### src/rtl/cpu_types_pkg.sv
// Shared CPU types: opcode/funct encodings, ALU operations and the packed
// per-instruction control word carried down the pipeline.
package cpu_types_pkg;

    localparam logic [5:0] HALT_OPCODE = 6'h3F;

    typedef enum logic [5:0] {
        OP_RTYPE = 6'h00,
        OP_J     = 6'h02,
        OP_JAL   = 6'h03,
        OP_BEQ   = 6'h04,
        OP_BNE   = 6'h05,
        OP_ADDI  = 6'h08,
        OP_ADDIU = 6'h09,
        OP_SLTI  = 6'h0A,
        OP_SLTIU = 6'h0B,
        OP_ANDI  = 6'h0C,
        OP_ORI   = 6'h0D,
        OP_XORI  = 6'h0E,
        OP_LUI   = 6'h0F,
        OP_LW    = 6'h23,
        OP_SW    = 6'h2B,
        OP_HALT  = HALT_OPCODE
    } opcode_t;

    typedef enum logic [5:0] {
        FN_SLL  = 6'h00,
        FN_SRL  = 6'h02,
        FN_JR   = 6'h08,
        FN_ADD  = 6'h20,
        FN_ADDU = 6'h21,
        FN_SUB  = 6'h22,
        FN_SUBU = 6'h23,
        FN_AND  = 6'h24,
        FN_OR   = 6'h25,
        FN_XOR  = 6'h26,
        FN_NOR  = 6'h27,
        FN_SLT  = 6'h2A,
        FN_SLTU = 6'h2B
    } funct_t;

    typedef enum logic [3:0] {
        ALU_ADD  = 4'd0,
        ALU_SUB  = 4'd1,
        ALU_AND  = 4'd2,
        ALU_OR   = 4'd3,
        ALU_XOR  = 4'd4,
        ALU_NOR  = 4'd5,
        ALU_SLT  = 4'd6,
        ALU_SLTU = 4'd7,
        ALU_SLL  = 4'd8,
        ALU_SRL  = 4'd9
    } aluop_t;

    typedef struct packed {
        logic       WEN;
        logic       brnch_eq;
        logic       brnch_ne;
        logic       jmp;
        logic       JR;
        logic       JALflag;
        logic       DRE;
        logic       DWE;
        logic       HALT;
        aluop_t     ALUOP;
        logic       ALUsrc;
        logic       EXTop;
        logic       RegDst;
        logic       MemToReg;
        logic       SHIFTflag;
        logic       LUIflag;
        logic [4:0] dest;
        logic [4:0] rs;
        logic [4:0] rt;
    } ctrl_t;

    localparam ctrl_t NOP = '0;

endpackage

### src/rtl/control_decoder.sv
// Pure combinational instruction decode into a ctrl_t, including the
// destination / source register extraction. Shared with the single-cycle core.
module control_decoder
    import cpu_types_pkg::*;
(
    input  logic [31:0] instr_i,
    output ctrl_t       ctrl_o
);

    logic unused_shamt;
    assign unused_shamt = ^instr_i[10:6];

    always_comb begin
        ctrl_o    = NOP;
        ctrl_o.rs = instr_i[25:21];
        ctrl_o.rt = instr_i[20:16];
        case (instr_i[31:26])
            OP_RTYPE: begin
                ctrl_o.WEN    = 1'b1;
                ctrl_o.RegDst = 1'b1;
                case (instr_i[5:0])
                    FN_SLL:          begin ctrl_o.ALUOP = ALU_SLL; ctrl_o.SHIFTflag = 1'b1; end
                    FN_SRL:          begin ctrl_o.ALUOP = ALU_SRL; ctrl_o.SHIFTflag = 1'b1; end
                    FN_JR:           begin ctrl_o.WEN = 1'b0; ctrl_o.RegDst = 1'b0; ctrl_o.JR = 1'b1; end
                    FN_ADD, FN_ADDU: ctrl_o.ALUOP = ALU_ADD;
                    FN_SUB, FN_SUBU: ctrl_o.ALUOP = ALU_SUB;
                    FN_AND:          ctrl_o.ALUOP = ALU_AND;
                    FN_OR:           ctrl_o.ALUOP = ALU_OR;
                    FN_XOR:          ctrl_o.ALUOP = ALU_XOR;
                    FN_NOR:          ctrl_o.ALUOP = ALU_NOR;
                    FN_SLT:          ctrl_o.ALUOP = ALU_SLT;
                    FN_SLTU:         ctrl_o.ALUOP = ALU_SLTU;
                    default:         begin ctrl_o.WEN = 1'b0; ctrl_o.RegDst = 1'b0; end
                endcase
            end
            OP_J:     ctrl_o.jmp = 1'b1;
            OP_JAL:   begin ctrl_o.jmp = 1'b1; ctrl_o.JALflag = 1'b1; ctrl_o.WEN = 1'b1; end
            OP_BEQ:   begin ctrl_o.brnch_eq = 1'b1; ctrl_o.ALUOP = ALU_SUB; ctrl_o.EXTop = 1'b1; end
            OP_BNE:   begin ctrl_o.brnch_ne = 1'b1; ctrl_o.ALUOP = ALU_SUB; ctrl_o.EXTop = 1'b1; end
            OP_ADDI, OP_ADDIU: begin
                ctrl_o.WEN = 1'b1; ctrl_o.ALUsrc = 1'b1; ctrl_o.EXTop = 1'b1; ctrl_o.ALUOP = ALU_ADD;
            end
            OP_SLTI:  begin ctrl_o.WEN = 1'b1; ctrl_o.ALUsrc = 1'b1; ctrl_o.EXTop = 1'b1; ctrl_o.ALUOP = ALU_SLT; end
            OP_SLTIU: begin ctrl_o.WEN = 1'b1; ctrl_o.ALUsrc = 1'b1; ctrl_o.EXTop = 1'b1; ctrl_o.ALUOP = ALU_SLTU; end
            OP_ANDI:  begin ctrl_o.WEN = 1'b1; ctrl_o.ALUsrc = 1'b1; ctrl_o.ALUOP = ALU_AND; end
            OP_ORI:   begin ctrl_o.WEN = 1'b1; ctrl_o.ALUsrc = 1'b1; ctrl_o.ALUOP = ALU_OR; end
            OP_XORI:  begin ctrl_o.WEN = 1'b1; ctrl_o.ALUsrc = 1'b1; ctrl_o.ALUOP = ALU_XOR; end
            OP_LUI:   begin ctrl_o.WEN = 1'b1; ctrl_o.ALUsrc = 1'b1; ctrl_o.LUIflag = 1'b1; end
            OP_LW: begin
                ctrl_o.WEN = 1'b1; ctrl_o.DRE = 1'b1; ctrl_o.MemToReg = 1'b1;
                ctrl_o.ALUsrc = 1'b1; ctrl_o.EXTop = 1'b1; ctrl_o.ALUOP = ALU_ADD;
            end
            OP_SW:    begin ctrl_o.DWE = 1'b1; ctrl_o.ALUsrc = 1'b1; ctrl_o.EXTop = 1'b1; ctrl_o.ALUOP = ALU_ADD; end
            OP_HALT:  ctrl_o.HALT = 1'b1;
            default:  ;
        endcase

        // dest is zeroed for non-writing words so hazard compares never alias $0
        if (!ctrl_o.WEN)         ctrl_o.dest = 5'd0;
        else if (ctrl_o.JALflag) ctrl_o.dest = 5'd31;
        else if (ctrl_o.RegDst)  ctrl_o.dest = instr_i[15:11];
        else                     ctrl_o.dest = instr_i[20:16];
    end

endmodule

### src/rtl/pipeline_control_unit.sv
// Pipelined control unit: decodes the fetched word and carries control words
// through STAGES registered stages with bubble, freeze and halt handling.
module pipeline_control_unit
    import cpu_types_pkg::*;
#(
    parameter int unsigned STAGES   = 3,
    parameter bit          LOAD_USE = 1'b1
)(
    input  logic                     CLK,
    input  logic                     nRST,
    input  logic [31:0]              instr,
    input  logic                     ihit,
    input  logic                     dhit,
    input  logic                     flush,
    output ctrl_t                    dec_ctrl,
    output ctrl_t [STAGES-1:0]       ctrl_o,
    output logic                     pc_hold,
    output logic                     halt
);

    ctrl_t stage0_in;
    logic  mem_wait, load_use, bubble;
    logic  halt_seen_q, halt_seen_d;
    logic  halt_q, halt_d;

    control_decoder u_dec (
        .instr_i (instr),
        .ctrl_o  (dec_ctrl)
    );

    for (genvar k = 0; k < STAGES; k++) begin : g_stage
        ctrl_t stage_d, stage_q;
        if (k == 0) begin : g_ex
            always_comb stage_d = mem_wait ? stage_q : stage0_in;
        end else if (k < STAGES - 1) begin : g_mid
            always_comb stage_d = mem_wait ? stage_q : g_stage[k-1].stage_q;
        end else begin : g_wb
            always_comb stage_d = mem_wait ? NOP : g_stage[k-1].stage_q;
        end

        always_ff @(posedge CLK or negedge nRST) begin
            if (!nRST) stage_q <= NOP;
            else       stage_q <= stage_d;
        end

        assign ctrl_o[k] = stage_q;
    end

    always_comb begin
        mem_wait = (g_stage[STAGES-2].stage_q.DRE | g_stage[STAGES-2].stage_q.DWE) & ~dhit;
        load_use = LOAD_USE && g_stage[0].stage_q.DRE && (g_stage[0].stage_q.dest != 5'd0) &&
                   ((g_stage[0].stage_q.dest == dec_ctrl.rs) || (g_stage[0].stage_q.dest == dec_ctrl.rt));
        // flush wins over load_use: both bubble stage 0, so the pending word is simply dropped
        bubble      = flush | load_use | ~ihit | halt_seen_q;
        stage0_in   = bubble ? NOP : dec_ctrl;
        halt_seen_d = halt_seen_q | (~mem_wait & stage0_in.HALT);
        halt_d      = halt_q | g_stage[STAGES-1].stage_d.HALT;
        pc_hold     = mem_wait | load_use | halt_seen_q;
    end

    always_ff @(posedge CLK or negedge nRST) begin
        if (!nRST) begin
            halt_seen_q <= 1'b0;
            halt_q      <= 1'b0;
        end else begin
            halt_seen_q <= halt_seen_d;
            halt_q      <= halt_d;
        end
    end

    assign halt = halt_q;

endmodule

### config.mk
export PLATFORM = sky130hd
export DESIGN_NAME = pipeline_control_unit
export DESIGN_NICKNAME = d
export VERILOG_FILES = /design/src/rtl/cpu_types_pkg.sv /design/src/rtl/control_decoder.sv /design/src/rtl/pipeline_control_unit.sv
export SDC_FILE = /design/constraint.sdc
export NUM_CORES = 1
export LEC_CHECK = 0
export CORE_MARGIN = 2
export CORE_UTILIZATION = 39
export CTS_CLUSTER_DIAMETER = 80
export DETAILED_ROUTE_END_ITERATION = 8
export GPL_TIMING_DRIVEN = 1
export PLACE_DENSITY = 0.87
export SYNTH_ARGS = -nofsm -noshare
export SYNTH_HDL_FRONTEND = slang
export SYNTH_SLANG_ARGS = --single-unit
### constraint.sdc
create_clock -name CLK -period 1.6 [get_ports CLK]
set_input_delay 0.24 -clock CLK [delete_from_list [all_inputs] [get_ports CLK]]
set_output_delay 0.24 -clock CLK [all_outputs]
set_load 0.05 [all_outputs]
## Word level (Yosys, flattened, before mapping)

Cells that the tools add are included.
Widths: inputs -> output; s select.

- Eq/ne operators: 29
- Multiplexer cells: 24
- Bitwise logic cells: 13
- Reduce and logical (&&, ||, !) cells: 14

Operators by type and width:

| operator | number |
|---|---|
| $eq 6x6->1 const B | 13 |
| $mux 34 | 2 |
| $eq 6x4->1 const B | 9 |
| $pmux 4 s9 | 1 |
| $pmux 4 s7 | 1 |
| $reduce_or 10->1 | 2 |
| $eq 6x2->1 const B | 3 |
| $mux 1 | 16 |
| $mux 5 | 3 |
| $eq 6x3->1 const B | 2 |
| $logic_not 6->1 | 2 |
| $reduce_or 12->1 | 1 |
| $eq 5x5->1 | 2 |
| $or 1x1->1 | 8 |
| $reduce_or 2->1 | 4 |
| $reduce_or 8->1 | 1 |
| $reduce_bool 5->1 | 1 |
| $not 1->1 | 3 |
| $and 1x1->1 | 2 |
| $logic_and 1x1->1 | 2 |
| $pmux 1 s2 | 1 |
| $logic_or 1x1->1 | 1 |

- Flip-flop bits (word level): 104
- Input bits: 37
- Output and inout bits: 138

## Logic depth before layout (Yosys ltp)

Gate-level depths: netlist of run 1.

- Depth after elaboration: 10
- Gate-level depth with buffers: 8

## Modules after synthesis

From an unflattened synthesis of run 1, not the netlist that was laid out.

- Cells, all modules: 513
- Area, all modules: 4987.3 µm²

Modules (own cells, without submodules):

| module | times used | cells each | area an instance (µm²) |
|---|---|---|---|
| pipeline_control_unit | 1 | 434 | 4479.3 |
| control_decoder | 1 | 79 | 508.0 |

## Least setup slack after synthesis of run 1

No wires, ideal clock.

- Path type: in2reg
- Start: input instr[26]
- End: register g_stage[0].stage_q, in the netlist ctrl_o[23]
- Library setup time: 0.073 ns
- Arrival time: 2.994 ns
- Required time: 1.527 ns
- Slack: -1.467 ns
- Cell stages on the path: 5
- Buffers on the path: 1
- Cell sequence: clkbuf_1 -> nor3_2 -> a41oi_1 -> a2111oi_1 -> a22o_2

RTL lines:

| element | RTL line | text |
|---|---|---|
| start, declared | pipeline_control_unit.sv:11 | `input logic [31:0] instr,` |
| end signal, assigned | pipeline_control_unit.sv:43 | `else stage_q <= stage_d;` |
| end, declared | pipeline_control_unit.sv:32 | `ctrl_t stage_d, stage_q;` |

## Worst setup path after layout of run 1

- Start: register g_stage[0].stage_q, in the netlist ctrl_o[14]
- End: output pc_hold

- Cells in the longest elaborated chain, start to end: 5
- Elaborated cells on any way between the ends: 8
- Those cells by class: eq/ne (2); bitwise (2); reduce/logical (4)

Ends and longest elaborated chain:

| element | RTL line | text |
|---|---|---|
| $eq 5x5->1 / $reduce_bool 5->1 (equally long branches) | pipeline_control_unit.sv:52, pipeline_control_unit.sv:51 |  |
| $logic_or 1x1->1 / $logic_and 1x1->1 (equally long branches) | pipeline_control_unit.sv:52, pipeline_control_unit.sv:51 |  |
| $logic_and 1x1->1 (*) | pipeline_control_unit.sv:51 | `load_use = LOAD_USE && g_stage[0].stage_q.DRE && (g_stage[0].stage_q.dest != 5'd0) &&` |
| $or 1x1->1 (*) (2 in series) | pipeline_control_unit.sv:58 | `pc_hold = mem_wait \| load_use \| halt_seen_q;` |
| end, declared | pipeline_control_unit.sv:17 | `output logic pc_hold,` |

Mark *: on every way between the ends. The rest lies on a longest branch, timed or not.

==> results of run 1 <==
-- worst paths after layout --
path	start	to	cells past startpoint
max reg2reg	ctrl_o[14]	ctrl_o[19]	8
min	instr[17]	ctrl_o[1]	3
min reg2reg	halt	halt	1
max in group asynchronous	nRST	ctrl_o[61]	3
min in group asynchronous	nRST	ctrl_o[97]	2
max	ctrl_o[14]	pc_hold	4
-- placed cells by master (no fill, tap or decap), types with 3 or more instances in the layout --
master           count
a21oi_2              6
a21oi_1              3
nor2_2               3
buf_12              44
xnor2_1             10
inv_1                3
nor4_4               3
a22o_2               5
dfrtp_2              7
a22o_1               6
nor2_4               3
buf_2                5
dfrtp_1             94
and2_1              33
a22o_4              22
nor2_1               3
clkbuf_8            10
clkdlybuf4s50_1     13
nand2_1             99
buf_4              162
o2bb2ai_4            5
dlygate4sd2_1        5
buf_6               26
nor3_4               3
a2bb2oi_2            5
-- area by class of cell --
| class | instances | area [µm²] | share of cell area [%] |
|---|---|---|---|
| repair buffers | 265 | 2740 | 34.9 |
| inverters | 4 | 17.5 | 0.223 |
| multi-input cells | 255 | 2160 | 27.4 |
| clock inverters | 5 | 83.8 | 1.07 |
| well taps | 140 | 175 | 2.23 |
| flip-flops and latches | 101 | 2540 | 32.3 |
| clock buffers | 11 | 141 | 1.80 |
-- through the flow --
| stage | total power [mW] | std cells | util, % |
|---|---|---|---|
| after floorplan | 3.23 | 402 | - |
| after global placement | 3.71 | 737 | 64.2 |
| after detailed placement | 3.73 | 737 | 64.2 |
| after CTS | 5.62 | 775 | 70.2 |
| after global routing | 5.89 | 781 | 72.4 |
| final | 5.68 | 781 | 72.4 |
-- logic make-up (layout without fill, tap and decap cells) --
kind of cell | after synthesis | count (layout) | share of synthesized area [%]
DFF | 101 | 101 | 58.4
xor gates and xnor gates | 11 | 11 | 2.22
muxes | 4 | 4 | 0.982
buffers and inverters | 47 | 285 | 6.04
and+or+nand+nor | 172 | 173 | 19.1
AOI/OAI and AO/OA | 67 | 67 | 13.3
-- tightest hold or removal path: cells and delay by family --
family          cells  cell delay (ns)
buf+inv             2             0.29
compound gates      1             0.11
-- sequential cells by signal, indices dropped and copies added, names as in the netlist --
name         flops
ctrl_o          99
halt             1
halt_seen_q      1
-- power by group through the flow --
stage                     Combinational (mW)  Clock [mW]  Sequential, mW
after floorplan                        0.368           0            2.86
after global placement                  1.02           0            2.69
after detailed placement                1.05           0            2.69
after CTS                               1.15        1.82            2.64
after global routing                    1.25        1.99            2.65
final                                   1.20        1.84            2.64
-- layer usage --
metal	up-vias	wire [µm]	track usage, %
li1	1820	-	-
met1	1993	5980	32.1
met2	181	8490	42.5
met3	43	869	3.14
met4	0	634	12.7
met5	-	0	0
-- what timing repair did --
action | CTS | global route
buffers inserted | 17 | 12
pin swaps | 25 | 25
gates resized for setup | 97 | 47
endpoints found under the setup margin | 59 | 53
hold endpoints to repair | 24 | 0
gates cloned | 4 | 1
hold buffers | 1 | 0
==> flow_metrics.env, run 1 <==
export IMPL_end_kind="primary output"
export IMPL_violations="negative setup slack"
export IMPL_async_flop_share_pct=100
export IMPL_yosys_register_bits=101
export IMPL_grt_overflow=0
export IMPL_ios=175
export IMPL_cts_tree="built"
export IMPL_final_setup_worst_slack_ns=-0.664
export IMPL_initial_core_util_pct=39.9
export IMPL_hpwl_um=10200
export IMPL_drive_above_1_share_pct=55.1
export IMPL_hold_viol_final=0
export IMPL_yosysMostFrequentCell="dfrtp_1"
export IMPL_numCtsBuffers=9
export IMPL_crit_family="compound AO/OA/AOI/OAI gates"
export IMPL_crit_path_start_kind="register"
export IMPL_postSynthAreaPerCell_um2=10.8
export IMPL_area_growth_pct=81.4
export IMPL_antenna_found_initial=0
export IMPL_finalWirelength_um=16000
export IMPL_setup_viol=47
export IMPL_synth_common_cells="dfrtp_1 (101), nand2_1 (100), and2_1 (34)"
export IMPL_nets=673
export IMPL_io_buffers=169
export IMPL_clockBufferDepth=2
export IMPL_grt_usage_pct=25.3
export IMPL_p_seq_share_pct=46.5
export IMPL_wire_per_inst_um=20.5
export IMPL_rsz0062_at_grt="yes"
export IMPL_h_tree_depth=3
export IMPL_grt_max_degree=42
export IMPL_crit_chain="or4_4 > o21a_1 > a211o_4 > buf_12"
export IMPL_die_w_um=109
export IMPL_vias=4037
export IMPL_synth_area_mm2=0.00433
export IMPL_globalplace_congestion=0.880
export IMPL_clk_pin_slew_worst_paths_ns=0.10
export IMPL_crit_fanout=2
export IMPL_finalSetupTns_ns=-16.72
export IMPL_cellLeakagePower_nw=4.01
export IMPL_cp_slowest_cell="or4_4"
export IMPL_pwr_share_clk_pct=32.3
export IMPL_coreArea_mm2=0.0108
export IMPL_cp_arrival_ns=2.02
export IMPL_ys_types=45
export IMPL_grt_pass1_vias=4086
export IMPL_path_class="reg2out"
export IMPL_clk_latency_ns=0.38
export IMPL_synth_top_area_cell="dfrtp_1"
export IMPL_slew_headroom_pct=72.7
export IMPL_hold_class="in2reg"
export IMPL_synth_main_ff_cell="dfrtp_1"
export IMPL_fillers=692
export IMPL_fp_row_count=38
export IMPL_synth_cells=402
export IMPL_switching_power_mw=1.64
export IMPL_seq_area_frac_synth_pct=58.4
export IMPL_timing_final_crit_share_pct=142
export IMPL_tightestPinTransition_ns=0.410
export IMPL_postRouteAntennaNets=0
export IMPL_crit_required_ns=1.36
export IMPL_fp_dieH_um=109
export IMPL_dpl_worst_slack_ns=-0.507
export IMPL_hold_slack_ns=0.280
export IMPL_yosys_area_top_type_share_pct=58.4
export IMPL_r2r_setup_slack_ns=-0.52
export IMPL_first_iter_violations=236
export IMPL_clock_skew_ns=0.0156
export IMPL_design_area_mm2=0.00785
export IMPL_p_int_mw=4.04
export IMPL_cts_sinks=101
export IMPL_dr_pass1_iters=4
export IMPL_drc=0
export IMPL_dpl_cell_area_mm2=0.00696
export IMPL_worst_path_buf_inv=1
export IMPL_maxCapViolCount=0
export IMPL_power_density_mw_per_mm2=723
export IMPL_max_freq_mhz=442
export IMPL_synth_edf_count=0
export IMPL_vdd_drop_max_mv=0.469
export IMPL_combPwrFrac_pct=21.2
export IMPL_ys_warn_count=0
export IMPL_slew_viol_final=0
export IMPL_min_period_ns=2.26
export IMPL_grt_pass1_wl_um=22600
export IMPL_synth_area_leaders="dfrtp_1 (58%), nand2_1 (8.7%), a22o_2 (6.2%), and2_1 (4.9%), buf_4 (2.6%)"
export IMPL_die_area_mm2=0.0120
export IMPL_num_antenna_cells=0
export IMPL_clockRootBuffer="clkbuf_8"
export IMPL_synthesis_nets=439
export IMPL_swShare_pct=28.8
export IMPL_viasPerCell=5.17
export IMPL_outcome="finished with violations"
export IMPL_max_stage_delay_ns=0.53
(Power assumes the default switching activity.)
==> run 2, diff against run 1 <==
--- a/config.mk
+++ b/config.mk
@@ -7,7 +7,7 @@
 export LEC_CHECK = 0
 export CORE_MARGIN = 2
 export CORE_UTILIZATION = 39
-export CTS_CLUSTER_DIAMETER = 80
+export CTS_CLUSTER_DIAMETER = 40
 export DETAILED_ROUTE_END_ITERATION = 8
 export GPL_TIMING_DRIVEN = 1
 export PLACE_DENSITY = 0.87
==> results of run 2 <==
No change in the layout: final DEF, timing and power equal those of run 1.
